[config.mk]
export PLATFORM = sky130hd
export DESIGN_NAME = scratch_mem_arbiter
export DESIGN_NICKNAME = d
export VERILOG_FILES = /design/src/rtl/scratch_mem_arbiter.sv
export SDC_FILE = /design/constraint.sdc
export NUM_CORES = 1
export LEC_CHECK = 0
export ABC_AREA = 1
export CAP_MARGIN = 20
export CORE_AREA = 2 2 291 293
export DETAILED_ROUTE_END_ITERATION = 8
export DIE_AREA = 0 0 293 295
export GPL_ROUTABILITY_DRIVEN = 0
export MAX_ROUTING_LAYER = met4
export PLACE_DENSITY_LB_ADDON = 0.25
export SETUP_SLACK_MARGIN = 0.3
export SYNTH_ARGS = -nofsm -noshare
export SYNTH_HDL_FRONTEND = slang
export SYNTH_SLANG_ARGS = --single-unit
export TNS_END_PERCENT = 10
[constraint.sdc]
create_clock -name clock -period 3.7 [get_ports clock]
set_input_delay 0.925 -clock clock [delete_from_list [all_inputs] [get_ports clock]]
set_output_delay 0.925 -clock clock [all_outputs]
set_load 0.01 [all_outputs]
[src/rtl/scratch_mem_arbiter.sv]
// Three-way round-robin arbiter for the shared scratch memory.
// It holds ownership per requester and checks every address against the configured memory depth.
module scratch_mem_arbiter #(
    parameter int ADDR_W   = 16,
    parameter int DATA_W   = 128,
    parameter int MAX_HOLD = 256
) (
    input  logic                  clock,
    input  logic                  reset,
    input  logic [2:0]            req,
    input  logic [2:0]            req_we,
    input  logic [3*ADDR_W-1:0]   req_waddr,
    input  logic [3*DATA_W-1:0]   req_wdata,
    input  logic [3*ADDR_W-1:0]   req_raddr0,
    input  logic [3*ADDR_W-1:0]   req_raddr1,
    input  logic [16:0]           scratch_mem_depth,
    input  logic                  clear_fault,
    output logic [2:0]            grant,
    output logic [2:0]            rd_valid,
    output logic                  scratch_mem_WE,
    output logic [ADDR_W-1:0]     scratch_mem_waddr,
    output logic [ADDR_W-1:0]     scratch_mem_raddr0,
    output logic [ADDR_W-1:0]     scratch_mem_raddr1,
    output logic [DATA_W-1:0]     scratch_mem_wdata,
    output logic                  scratch_mem_overflow_fault
);

    localparam int          CMP_W     = (ADDR_W > 17) ? ADDR_W : 17;
    localparam logic [15:0] HOLD_LAST = 16'(MAX_HOLD - 1);

    typedef enum logic {ST_IDLE, ST_OWNED} state_t;

    state_t              r_state, w_state_nxt;
    logic [1:0]          r_owner, w_owner_nxt;
    logic [1:0]          r_last, w_last_nxt;
    logic [15:0]         r_hold, w_hold_nxt;
    logic [2:0]          r_grant, w_grant_nxt;
    logic [2:0]          r_rd_valid;
    logic                r_fault;

    logic                w_owned;
    logic                w_we_sel;
    logic [ADDR_W-1:0]   w_waddr, w_raddr0, w_raddr1;
    logic [DATA_W-1:0]   w_wdata;
    logic [CMP_W-1:0]    w_depth_ext;
    logic                w_wr_oob, w_rd_oob;

    // The search starts one past the previous owner, so the previous owner is tried last.
    function automatic logic [1:0] rr_pick(input logic [2:0] rq, input logic [1:0] last);
        logic [1:0] c0, c1, c2;
        c0 = (last == 2'd2) ? 2'd0 : last + 2'd1;
        c1 = (c0 == 2'd2) ? 2'd0 : c0 + 2'd1;
        c2 = (c1 == 2'd2) ? 2'd0 : c1 + 2'd1;
        if (rq[c0])      return c0;
        else if (rq[c1]) return c1;
        else             return c2;
    endfunction

    always_ff @(posedge clock or negedge reset) begin
        if (!reset) begin
            r_state    <= ST_IDLE;
            r_owner    <= 2'd0;
            r_last     <= 2'd2;
            r_hold     <= 16'd0;
            r_grant    <= 3'b000;
            r_rd_valid <= 3'b000;
        end else begin
            r_state    <= w_state_nxt;
            r_owner    <= w_owner_nxt;
            r_last     <= w_last_nxt;
            r_hold     <= w_hold_nxt;
            r_grant    <= w_grant_nxt;
            r_rd_valid <= r_grant;
        end
    end

    always_comb begin
        w_state_nxt = r_state;
        w_owner_nxt = r_owner;
        w_last_nxt  = r_last;
        w_hold_nxt  = r_hold;
        case (r_state)
            ST_IDLE: begin
                if (|req) begin
                    w_state_nxt = ST_OWNED;
                    w_owner_nxt = rr_pick(req, r_last);
                    w_last_nxt  = w_owner_nxt;
                    w_hold_nxt  = 16'd0;
                end
            end
            default: begin
                if (!w_we_sel_req(req, r_owner) || (r_hold == HOLD_LAST)) begin
                    w_state_nxt = ST_IDLE;
                end else if (r_hold != 16'hFFFF) begin
                    w_hold_nxt = r_hold + 16'd1;
                end
            end
        endcase
        w_grant_nxt = (w_state_nxt == ST_OWNED) ? 3'(3'b001 << w_owner_nxt) : 3'b000;
    end

    function automatic logic w_we_sel_req(input logic [2:0] v, input logic [1:0] idx);
        case (idx)
            2'd0:    return v[0];
            2'd1:    return v[1];
            default: return v[2];
        endcase
    endfunction

    // The owner's request is steered to the memory port; everything is zero while idle.
    always_comb begin
        w_waddr  = '0;
        w_raddr0 = '0;
        w_raddr1 = '0;
        w_wdata  = '0;
        case (r_owner)
            2'd0: begin
                w_waddr  = req_waddr[0*ADDR_W +: ADDR_W];
                w_raddr0 = req_raddr0[0*ADDR_W +: ADDR_W];
                w_raddr1 = req_raddr1[0*ADDR_W +: ADDR_W];
                w_wdata  = req_wdata[0*DATA_W +: DATA_W];
            end
            2'd1: begin
                w_waddr  = req_waddr[1*ADDR_W +: ADDR_W];
                w_raddr0 = req_raddr0[1*ADDR_W +: ADDR_W];
                w_raddr1 = req_raddr1[1*ADDR_W +: ADDR_W];
                w_wdata  = req_wdata[1*DATA_W +: DATA_W];
            end
            default: begin
                w_waddr  = req_waddr[2*ADDR_W +: ADDR_W];
                w_raddr0 = req_raddr0[2*ADDR_W +: ADDR_W];
                w_raddr1 = req_raddr1[2*ADDR_W +: ADDR_W];
                w_wdata  = req_wdata[2*DATA_W +: DATA_W];
            end
        endcase
    end

    assign w_owned     = (r_state == ST_OWNED);
    assign w_we_sel    = w_we_sel_req(req_we, r_owner);
    assign w_depth_ext = CMP_W'(scratch_mem_depth);
    assign w_wr_oob    = w_owned && w_we_sel && (CMP_W'(w_waddr) >= w_depth_ext);
    assign w_rd_oob    = w_owned && ((CMP_W'(w_raddr0) >= w_depth_ext) ||
                                     (CMP_W'(w_raddr1) >= w_depth_ext));

    // A new violation beats a simultaneous clear.
    always_ff @(posedge clock or negedge reset) begin
        if (!reset)                    r_fault <= 1'b0;
        else if (w_wr_oob || w_rd_oob) r_fault <= 1'b1;
        else if (clear_fault)          r_fault <= 1'b0;
    end

    assign grant                      = r_grant;
    assign rd_valid                   = r_rd_valid;
    assign scratch_mem_overflow_fault = r_fault;
    assign scratch_mem_WE             = w_owned && w_we_sel && !r_fault &&
                                        (CMP_W'(w_waddr) < w_depth_ext);
    assign scratch_mem_waddr          = w_owned ? w_waddr  : '0;
    assign scratch_mem_raddr0         = w_owned ? w_raddr0 : '0;
    assign scratch_mem_raddr1         = w_owned ? w_raddr1 : '0;
    assign scratch_mem_wdata          = w_owned ? w_wdata  : '0;

endmodule

# == Word-level counts from Yosys, hierarchy flattened ==
# Index checks and enable logic that the tools add are counted.
# totals
ff_bits,28
out_inout_bits,184
elab_cells,75
# op_classes
addsub,4
order_cmp,6
eq_ne,8
shifts,1
mux,32
n_bitwise,1
reduce_logical,16
# op_table
operator,n
128-bit case mux with 2 select lines,1
128-bit two-way mux,1
16-bit two-way mux,7
16-bit case mux with 2 select lines,3
16-bit by 17-bit >= comparator with 1-bit output,3
16-bit by 17-bit < comparator with 1-bit output,1
16-bit by 1-bit adder with 16-bit output (second input constant),1
16-bit by 8-bit equality test with 1-bit output (second input constant),1
16-bit inequality test (second input constant),1
2-bit two-way mux,7
1-bit two-way mux,8
2-bit by 1-bit adder with 2-bit output (second input constant),3
2-bit equality test (second input constant),3
2-bit by 3-bit < comparator with 1-bit output (second input constant),2
1-bit logical AND,5
1-bit binary-select mux with 2-bit select,2
1-bit case mux with 2 select lines,2
2-bit nonzero test,2
1-bit logical OR,3
3-bit two-way mux,1
3-bit AND reduction,1
3-bit OR reduction,1
1-bit by 2-bit << shifter with 3-bit output (first input constant),1
2-bit by 1-bit equality test with 1-bit output (second input constant),1
6 further kinds,7

# == Longest topological paths before layout ==
# logic_depth
word_depth,12
mapped_depth,19
mapped_depth_nobuf,17

# == Worst setup path before layout ==
# OpenSTA, ideal clock, no wires.
# synth_path
path_kind,reg-to-output
startpoint,register r_owner[1]
endpoint,output port scratch_mem_WE
t_arrival_ps,2167
required_ps,2775
path_slack_ps,608
path_stages_with_launch,16
path_cell_list,dfrtp_1 -> buf_4 -> nor2_4 -> inv_2 -> buf_2 -> buf_1 -> nor2_1 -> nor3_1 -> ha_1 -> nand2_1 -> inv_1 -> nand2_1 -> nand2_1 -> a21oi_1 -> nand3_1 -> nor3_1
# synth_between
elab_chain_len,5
# synth_rtl
element,line_no,text
"start, declared",34,"logic [1:0] r_owner, w_owner_nxt;"
"start signal, assigned",69,r_owner <= w_owner_nxt;
"parallel branches: the longest is 4 deep, another holds 16-bit by 17-bit < comparator with 1-bit output",n/a,
1-bit logical AND (*),155,assign scratch_mem_WE = w_owned && w_we_sel && !r_fault &&
"end, declared",20,"output logic scratch_mem_WE,"
# Mark *: on every way between the ends.

# == Worst setup path after layout ==
# layout_path
startpoint,input port scratch_mem_depth[12]
endpoint,output port scratch_mem_WE
# layout_between
elab_chain_len,2
# layout_rtl
element,line_no,text
"start, declared",16,"input logic [16:0] scratch_mem_depth,"
16-bit by 17-bit < comparator with 1-bit output,156,(CMP_W'(w_waddr) < w_depth_ext);
1-bit logical AND,155,
# No other way between the ends.

==> summary.md <==
| Metric | Value |
|---|---|
| Core Rows | `106` |
| Die ar. | `between 80,000 and 90,000 um2` |
| H-tree Lvls | `1` |
| Chip height | `between 200 and 300 um` |
| Post-DP HPWL | `46,400 um` |
| Initial antenna violation count | `4` |
| Mapped cell area | `roughly 7400 um2` |
| Root buffer cell | `clkbuf_16` |
| Crit path time final | `3510 ps` |
| FF-to-FF setup slack | `approximately 730 ps` |
| Worst rel slew slack | `between 50% and 60%` |
| Ranking of synthesized cells by area | `nand2_1 (33%), nand3_1 (10%), nor2_1 (9.6%)` |
| CP Capture Type | `primary output` |
| Hold_buf cts | `0` |
| Most area-hungry cell type in the Yosys netlist | `nand2_1` |
| Clock Path Buffers | `2` |
| Die X-Extent | `about 290 um` |
| FF-to-FF path depth | `18` |
| Vias in the first global route | `roughly 12,000` |
| Tot Pwr | `10.5 mW` |
| Cell mode on critical path | `nand2_2` |
| Hold Crit Class | `flop to flop` |
| Avg Cell Area, Syn | `slightly below 5 um2` |
| Share of layout cells above drive strength 1 | `roughly a tenth` |
| Syn Inst Count | `around 1,500` |
| Synth top area share | `between 30% and 40%` |
| Leakage | `8.67 nW` |
| RR Startpoint | `r_owner[1]` |
| Crit start category | `primary input` |
| Synth-to-layout area growth | `136%` |
| Worst slew pin tran | `657 ps` |
| CTS tree | `done` |
| Remaining DRCs | `0` |
| CP Cell Sequence | `clkdlybuf4s50_1 -> inv_2 -> ha_4 -> nand2_2 -> buf_4 -> nor2_4 -> nand2_2 -> nor2_1 -> nand2_1 -> nand3_2 -> nor3_2 -> buf_2` |
| Final Core Density | `between 20% and 30%` |
| Via count | `around 12,000` |
| GR Util All Layers | `~12%` |
| CTS clock-pin slew for the worst setup and hold paths | `70 ps` |
| Syn nets | `between 2,000 and 2,500` |
| Port bufs | `737` |
| Synth cell types | `37` |
| Sink Count | `28` |
| CP required | `about 2800 ps` |
| Final worst slack | `186 ps` |
| Critical R2R Capture | `scratch_mem_overflow_fault` |
| Total clock buffers created by CTS | `3` |
| Clock skew | `9.32 ps` |
| Critical-path top delay cell | `clkdlybuf4s50_1` |
| Sequential-to-total area share from yosys stat | `roughly a tenth` |
| Post-route clock period utilization | `95.0%` |
| Max-cap violations | `0` |
| Power per Cell Area | `~600 nW/um2` |
| Final instance area | `between 15,000 and 20,000 um2` |
| Top FF cell, synth | `dfrtp_1` |
| Setup crit start | `scratch_mem_depth[12]` |
| Aggregate global routing overflow | `0` |
| Critical path arrival | `roughly 2600 ps` |
| Placed cell areas | `~16,000 um2` |
| Yosys Warn Count | `0` |
| Core area | `between 80,000 and 90,000 um2` |
| CP endpoint | `scratch_mem_WE` |
| Async SR Flop Fraction | `100%` |
| Status | `finished clean` |
| Post-synth EDFFs | `0` |
| Starting Density | `about 8.9%` |
| Pre-CTS setup slack | `-588 ps` |
| HP Start | `grant[1]` |
| Post-layout net count | `~2,900` |
| DRT iter0 DRCs | `between 400 and 500` |
| Clock latency on the worst-skew pair | `270 ps` |
| Vias per cell | `3.62` |
| Drt pass-1 iters | `4` |
| Routed Wire Length | `approximately 58,000 um` |
| Crit Path Category | `primary input to primary output` |
| CP peak stage delay | `approximately 470 ps` |
| Global-route wire length before repair | `around 78,000 um` |
| Peak supply drop | `0.343 mV` |
| Synthesis-stage register bit count | `28` |
| Largest net degree at the start of global routing | `96` |
| Post-DR wirelength/cell | `roughly 17 um` |
| Final hold viol count | `0` |
| FMAX | `0.285 GHz` |
| Final ANT Viol Nets | `0` |
| I/O pin count | `about 740` |
| RSZ-0062 raised after global routing | `true` |
| Final setup fails | `0` |
| Crit Path Max Fanout | `3` |
| Slew Limit Fails | `0` |
-- registers in the layout, summed over array words and instances (netlist names) --
name	flops
grant	3
r_hold	16
r_last	2
r_owner	2
r_state	1
rd_valid	3
scratch_mem_overflow_fault	1
-- routing by layer --
metal  GRT usage [%]  part of all wire (%)
met1            15.4                    43
met2            21.4                    50
met3            2.05                   5.5
met4            1.95                   1.3
met5               -                     0
-- cell families (layout without fill, tap and decap cells) --
| family | count (synthesis) | count (layout) | share of synthesized area, % |
|---|---|---|---|
| simple gates | 1110 | 1110 | 63.5 |
| buf+inv | 266 | 1025 | 14.4 |
| fa+ha+maj | 49 | 49 | 8.31 |
| compound gates | 40 | 40 | 3.03 |
| flops | 28 | 28 | 9.51 |
| xor+xnor | 11 | 11 | 1.31 |
| other cells | 0 | 5 | 0 |
-- critical path: cells and delay by family --
family | cells | cell delay (ps)
adder cells (fa/ha/maj) | 1 | 280
buffers and inverters | 4 | 820
AND/OR/NAND/NOR | 7 | 540
-- metrics by stage --
stage	hold slack, ps	TNS [ps]	cells
final	393	0	3348
after global routing	413	0	3347
after CTS	403	-1.35	3329
after detailed placement	386	-588	3319
after global placement	374	-574	3319
after floorplan	416	0	1504
-- power breakdown --
| part | switching [mW] | internal [mW] | leakage (nW) |
|---|---|---|---|
| Combinational | 5.46 | 4.28 | 8.25 |
| Sequential | 0.0716 | 0.386 | 0.369 |
| Clock | 0.116 | 0.166 | 0.0442 |
-- repair_timing --
| item | CTS | global route |
|---|---|---|
| gates resized for setup | 128 | 152 |
| gates cloned | 2 | 4 |
| endpoints found under the hold margin | 0 | 0 |
| setup endpoints to repair | 113 | 68 |
| pin swaps | 2 | 65 |
| buffers inserted | 4 | 10 |
-- final cells by class --
type	count	area, um2
fill	9575	65700
timing repair buffer	838	8520
multi-input combinational	1210	6050
tap	1080	1350
sequential	28	711
inverter	183	699
clock buffer	4	88.8
antenna	5	12.5
-- worst min-delay path by stage --
stage	slack, ps	endpoint	cells after the start
6_report	390	rd_valid[1]	0
5_1_grt	410	rd_valid[1]	0
4_1_cts	400	rd_valid[1]	0
2_1_floorplan	420	rd_valid[0]	0
3_5_place_dp	390	rd_valid[1]	0
3_3_place_gp	370	rd_valid[1]	0
-- cell usage in the layout, fill, tap and decap left out, drive strengths merged, types with 3 or more instances in the layout --
cell,n
a21oi,19
buf,99
clkbuf,8
clkdlybuf4s50,603
dfrtp,27
diode,5
dlygate4sd2,82
dlymetal6s2s,49
ha,49
inv,182
nand2,646
nand3,162
nand3b,3
nand4,3
nor2,191
nor3,52
nor4,49
o21ai,10
o21bai,4
o22ai,3
xor2,9
-- synthesized netlist by cell type (6+ instances only) --
cell / number
nand2_1: 642
nor2_1: 189
inv_1: 179
nand3_1: 152
nor3_1: 51
ha_1: 49
nor4_1: 48
clkbuf_1: 45
buf_2: 27
dfrtp_1: 27
a21oi_1: 19
nand3_2: 10
xor2_1: 9
o21ai_0: 8
buf_1: 6
No activity file was read; power rests on OpenSTA's default activity.
